===== src/rtl/inst_mem_loader.sv =====
// inst_mem_loader: streams bytes into instruction memory as 16-bit little-endian words.
//
// Bytes arrive over a valid/ready handshake. Each pair forms one instruction word:
// the first byte is the low byte. The word is written to the next sequential word
// address with a single-cycle write pulse. While a load is in progress the
// processor is held (cpu_hold), so fetch never sees a half-written program.
//
// Ports:
//   clk         system clock, rising edge
//   rst         synchronous active-high reset
//   start       one-cycle load request, honoured only when idle
//   base_addr   first word address of the load (latched on accepted start)
//   word_count  number of words to load (latched on accepted start)
//   in_data     stream byte
//   in_valid    in_data valid
//   in_ready    loader accepts a byte this cycle
//   mem_addr    instruction memory word address
//   mem_wdata   instruction word to write
//   mem_we      write enable, one-cycle pulse per word
//   mem_cs      chip select, asserted together with mem_we
//   busy        load in progress
//   done        level, set when a load finishes
//   error       level, set when the requested range runs past the end of memory
//   cpu_hold    holds fetch/PC until a load completes without error
module inst_mem_loader #(
  parameter int unsigned MEM_DEPTH = 1048576,
  parameter int unsigned COUNT_W   = 21
) (
  input  logic               clk,
  input  logic               rst,
  input  logic               start,
  input  logic [31:0]        base_addr,
  input  logic [COUNT_W-1:0] word_count,
  input  logic [7:0]         in_data,
  input  logic               in_valid,
  output logic               in_ready,
  output logic [31:0]        mem_addr,
  output logic [15:0]        mem_wdata,
  output logic               mem_we,
  output logic               mem_cs,
  output logic               busy,
  output logic               done,
  output logic               error,
  output logic               cpu_hold
);

  typedef enum logic [2:0] {
    StIdle  = 3'd0,
    StLow   = 3'd1,
    StHigh  = 3'd2,
    StWrite = 3'd3,
    StFin   = 3'd4
  } state_e;

  localparam logic [32:0] DepthW = 33'(MEM_DEPTH);

  state_e             state_q, state_d;
  logic [31:0]        ptr_q;
  logic [COUNT_W-1:0] remain_q;
  logic [7:0]         low_q;
  logic [31:0]        mem_addr_q;
  logic [15:0]        mem_wdata_q;
  logic               busy_q;
  logic               done_q;
  logic               error_q;
  logic               hold_q;

  // Range check at 33 bits so a base near 2^32 cannot wrap into a false pass.
  logic [32:0] end_addr;
  logic        range_bad;
  logic        load_empty;
  logic        last_word;

  assign end_addr   = {1'b0, base_addr} + 33'(word_count);
  assign range_bad  = end_addr > DepthW;
  assign load_empty = (word_count == '0);
  assign last_word  = (remain_q == COUNT_W'(1));

  // Next-state and decoded outputs.
  always_comb begin
    state_d  = state_q;
    in_ready = 1'b0;
    mem_we   = 1'b0;
    mem_cs   = 1'b0;
    unique case (state_q)
      StIdle: begin
        if (start) begin
          state_d = (range_bad || load_empty) ? StFin : StLow;
        end
      end
      StLow: begin
        in_ready = 1'b1;
        if (in_valid) state_d = StHigh;
      end
      StHigh: begin
        in_ready = 1'b1;
        if (in_valid) state_d = StWrite;
      end
      StWrite: begin
        mem_we  = 1'b1;
        mem_cs  = 1'b1;
        state_d = last_word ? StFin : StLow;
      end
      StFin: begin
        state_d = StIdle;
      end
      default: begin
        state_d = StIdle;
      end
    endcase
  end

  always_ff @(posedge clk) begin
    if (rst) begin
      state_q     <= StIdle;
      ptr_q       <= '0;
      remain_q    <= '0;
      low_q       <= '0;
      mem_addr_q  <= '0;
      mem_wdata_q <= '0;
      busy_q      <= 1'b0;
      done_q      <= 1'b0;
      error_q     <= 1'b0;
      hold_q      <= 1'b1;
    end else begin
      state_q <= state_d;
      unique case (state_q)
        StIdle: begin
          if (start) begin
            ptr_q    <= base_addr;
            remain_q <= word_count;
            error_q  <= range_bad;
            hold_q   <= 1'b1;
            busy_q   <= !(range_bad || load_empty);
            // Degenerate loads go straight to FIN, so done is visible there.
            done_q   <= range_bad || load_empty;
          end
        end
        StLow: begin
          if (in_valid) low_q <= in_data;
        end
        StHigh: begin
          // Capture address and word here so they are stable for the whole
          // write cycle and then simply hold afterwards.
          if (in_valid) begin
            mem_addr_q  <= ptr_q;
            mem_wdata_q <= {in_data, low_q};
          end
        end
        StWrite: begin
          ptr_q    <= ptr_q + 32'd1;
          remain_q <= remain_q - COUNT_W'(1);
          if (last_word) begin
            busy_q <= 1'b0;
            done_q <= 1'b1;
          end
        end
        StFin: begin
          // On error the processor stays held; the bad load released nothing.
          if (!error_q) hold_q <= 1'b0;
        end
        default: ;
      endcase
    end
  end

  assign mem_addr  = mem_addr_q;
  assign mem_wdata = mem_wdata_q;
  assign busy      = busy_q;
  assign done      = done_q;
  assign error     = error_q;
  assign cpu_hold  = hold_q;

endmodule


===== config.mk =====
export PLATFORM = sky130hd
export DESIGN_NAME = inst_mem_loader
export DESIGN_NICKNAME = d
export VERILOG_FILES = /design/src/rtl/inst_mem_loader.sv
export SDC_FILE = /design/constraint.sdc
export NUM_CORES = 1
export LEC_CHECK = 0
export ABC_CLOCK_PERIOD_IN_PS = 5500
export CAP_MARGIN = 10
export CELL_PAD_IN_SITES_DETAIL_PLACEMENT = 0
export CELL_PAD_IN_SITES_GLOBAL_PLACEMENT = 1
export CORE_MARGIN = 2
export CORE_UTILIZATION = 40
export CTS_CLUSTER_SIZE = 10
export DETAILED_ROUTE_END_ITERATION = 6
export DONT_BUFFER_PORTS = 1
export PLACE_DENSITY = 0.8
export SETUP_SLACK_MARGIN = 0.2
export SYNTH_ARGS = -nofsm -noshare
export SYNTH_HDL_FRONTEND = slang
export SYNTH_SLANG_ARGS = --single-unit
export TNS_END_PERCENT = 1

===== constraint.sdc =====
create_clock -name clk -period 5.5 [get_ports clk]
set_input_delay 1.65 -clock clk [delete_from_list [all_inputs] [get_ports clk]]
set_output_delay 1.65 -clock clk [all_outputs]
set_load 0.01 [all_outputs]

==> results of run 1 <==
==> per-stage QoR <==
stage / instance area (µm²) / power [W] / utilization (%) / hold WS (ps) / setup slack (ps)
after floorplan: 7002 / 0.001209 / - / 431.2 / 794.2
after global placement: 7083 / 0.001278 / 41.24 / 436.2 / 488.0
after detailed placement: 7083 / 0.001277 / 41.24 / 437.3 / 482.0
after CTS: 7682 / 0.002406 / 44.73 / 447.6 / 887.0
after global routing: 7682 / 0.002504 / 44.73 / 468.6 / 676.7
final: 7682 / 0.002395 / 44.73 / 450.5 / 813.6
==> cell families after synthesis <==
kind of cell / Yosys count
and+or+nand+nor: 414
AOI/OAI and AO/OA: 298
DFF: 116
buffers and inverters: 84
adders and majority gates: 25
muxes: 13
xor gates and xnor gates: 11
==> layer usage <==
metal / routed length (µm) / global-route usage [%] / part of all wire [%]
met4: 818 / 11.98 / 3.6
met2: 10190 / 37.19 / 44
met3: 1781 / 7.532 / 7.7
met1: 10200 / 32.11 / 44
met5: 0 / 0 / 0
==> final cells by class <==
cell class              count  area, µm²
clock buffers              19      452.9
clock inverters            13      146.4
fillers                  1865       9494
inverters                  19      71.32
multi-input cells         761       4348
flip-flops and latches    116       2322
well taps                 225      281.5
repair buffers              8      60.06
==> path summary, 6_finish.rpt <==
path,from,to,slack [ps]
worst max register to register,ptr_q[3],ptr_q[24],2430
worst min register to register,low_q[7],mem_wdata[7],450
worst min-delay path,low_q[7],mem_wdata[7],450
worst max-delay path,base_addr[0],done,810
==> sequential cells by signal (all words and copies together), names as in the netlist <==
| register | flops |
|---|---|
| busy | 1 |
| ptr_q | 32 |
| error | 1 |
| low_q | 8 |
| mem_addr | 32 |
| done | 1 |
| state_q | 3 |
| mem_wdata | 16 |
| cpu_hold | 1 |
| remain_q | 21 |
==> critical path: cells and delay by family <==
family	cells	cell delay, ps
XOR/XNOR	1	160
AND/OR/NAND/NOR	2	980
AO/OA/AOI/OAI	6	1540
adder cells (fa/ha/maj)	2	660
==> power by group <==
group | internal, W | switching, W
combinational | 0.000131 | 0.000217
clock | 0.000696 | 0.000431
sequential | 0.000876 | 0.0000432
total | 0.00170 | 0.000691
==> cells in the mapped netlist (all sizes together), types with 4 or more instances <==
| library cell | count | area [µm²] |
|---|---|---|
| buf | 8 | 55.05 |
| and2 | 4 | 25.02 |
| nor2 | 92 | 345.3 |
| mux2i | 11 | 110.1 |
| nand4 | 15 | 93.84 |
| a31oi | 12 | 81.33 |
| and4 | 7 | 61.31 |
| nand2 | 167 | 626.9 |
| dfxtp | 116 | 2322 |
| nor2b | 4 | 25.02 |
| xnor2 | 8 | 70.07 |
| o311ai | 5 | 43.79 |
| a2111oi | 4 | 41.29 |
| nand3 | 36 | 180.2 |
| nand2b | 4 | 25.02 |
| inv | 19 | 71.32 |
| or3 | 6 | 37.54 |
| o211ai | 10 | 75.07 |
| o21ai | 56 | 280.3 |
| a221oi | 11 | 96.34 |
| and3 | 12 | 75.07 |
| nor4 | 20 | 125.1 |
| a22oi | 8 | 60.06 |
| nor3 | 28 | 140.1 |
| a211oi | 6 | 50.05 |
| o2111ai | 6 | 52.55 |
| o31ai | 8 | 73.82 |
| a311oi | 10 | 93.84 |
| or4 | 5 | 37.54 |
| ha | 24 | 300.3 |
| o21a | 4 | 30.03 |
| a21oi | 128 | 640.6 |
| clkbuf | 57 | 214.0 |
| or2 | 5 | 31.28 |
| a21o | 7 | 52.55 |
==> impl_metrics.yaml, run 1 <==
worst_setup_path:
  crit_chain: "ha_1 -> fa_1 -> xnor2_1 -> o2111ai_1 -> a2111oi_2 -> o2111ai_1 -> nor4_1 -> o2111ai_1 -> o41a_1 -> or4b_4 -> o21a_1"
  critPathKind: "input pin to flip-flop"
  slowest_stage: "or4b_4"
  cp-end-kind: "flip-flop"
  cp.arrival_ps: 4990
  crit_top_cell: "o2111ai_1"
  path_max_fanout: 4
  max_stage_delay_ps: 600
  cp-start-kind: "input pin"
  r2r_cells: 8
  required_ps: 5810
detailed_routing:
  drt_iter0_drc: 584
  routed_wl_um: 22990
  wire_per_inst_um: 19.80
  drc_errors: 0
  via_count: 6993
  drtPass1Iterations: 5
  ant_nets: 0
  via_per_inst: 6.023
logic_synthesis:
  yosys.area_share.simple_pct: 27.39
  synth-compound-area-share_pct: 26.73
  ys_types: 71
  synth-edff-count: 0
  ys_seq_elements: 116
  synth_nets: 1051
  ys.flop_type: "dfxtp_1"
  synth_xor_xnor_area_share_pct: 1.376
  ys_async_sr_fraction_pct: 0
  netlist_instances: 961
  synth_area_mm2: 0.007002
  avgSynthCellArea_um2: 7.286
  yosys-mux-area-fraction_pct: 1.894
  synth_adder_area_share_pct: 4.575
  synth_top_family_by_area: "simple AND/OR/NAND/NOR gates"
  seq_area_frac_synth_pct: 33.17
  ys_warn_count: 0
clock_tree:
  clk_pin_slew_worst_paths_ps: 60
  cts_buffer_depth: 2
  cts_tree: "done"
  cts_hold_buf: 0
  root_buffer: "clkbuf_16"
  worstSkewPairLatency_ps: 420
  numCtsBuffers: 17
  cts_sinks: 116
  cts_setup_buffers: 0
  cts_htree_levels: 4
  cts_resized: 0
sta:
  finalSetupViolCount: 0
  fin_worst_skew_ps: 9.926
  post-route-period-util_pct: 85.21
  timing.fmax_mhz: 213.4
  setup-tns-final_ps: 0
  report.final.slew_viol_count: 0
  finalHoldViolations: 0
  period_needed_ps: 4686
  rsz0062_at_grt: "false"
  worstMarginPinSlew_ps: 1009
  slew-limit-headroom_pct: 32.55
grt:
  antenna_found_initial: 1
  grt_first_pass_wirelength_um: 35610
  track_usage_pct: 24.73
  grt_max_degree: 120
  grt_pass1_vias: 6431
  grt_overflow_total: 0
floorplanning:
  core_mm2: 0.01718
  die_h_um: 136.3
  rows: 48
  die_x_um: 136.3
  io_pins: 120
  die-area_mm2: 0.01858
  start_util_pct: 40.76
place:
  routabilityCongestion: 0.9705
  dp_hpwl_um: 16420
  io_buffers: 0
  place_inst: 1129
cells_and_area:
  layout_common_cells: "nand2_1, a21oi_1, dfxtp_1"
  n_antenna_cell: 0
  fin_nets: 1013
  syn2layout_area_growth_pct: 9.721
  layout.cells.non_filler: 1161
  layout-drive-gt1-share_pct: 5.983
  final_common_cell: "nand2_1"
pwr:
  leakagePower_nw: 2.597
  cellPowerDensity_mw_per_mm2: 311.7
  vdd_drop_max_uv: 238.2
job:
  cap_viol_max_count: 0
outcome:
  outcome: "complete, no violations"
hold_path:
  hold_class: "flip-flop to flip-flop"
  worstHoldPathCells: 2
Power figures use the tool's default switching activity.
==> run 2: changes to the inputs <==
--- a/config.mk
+++ b/config.mk
@@ -6,7 +6,6 @@
 export NUM_CORES = 1
 export LEC_CHECK = 0
 export ABC_CLOCK_PERIOD_IN_PS = 5500
-export CAP_MARGIN = 10
 export CELL_PAD_IN_SITES_DETAIL_PLACEMENT = 0
 export CELL_PAD_IN_SITES_GLOBAL_PLACEMENT = 1
 export CORE_MARGIN = 2
==> results of run 2 <==
Same layout as run 1: the final DEF is identical, and so are final timing and power.
==> run 3: changes to the inputs <==
--- a/config.mk
+++ b/config.mk
@@ -14,7 +14,7 @@
 export DETAILED_ROUTE_END_ITERATION = 6
 export DONT_BUFFER_PORTS = 1
 export PLACE_DENSITY = 0.8
-export SETUP_SLACK_MARGIN = 0.2
+export SETUP_SLACK_MARGIN = 0.02
 export SYNTH_ARGS = -nofsm -noshare
 export SYNTH_HDL_FRONTEND = slang
 export SYNTH_SLANG_ARGS = --single-unit
==> results of run 3 <==
Same layout as run 1: the final DEF is identical, and so are final timing and power.
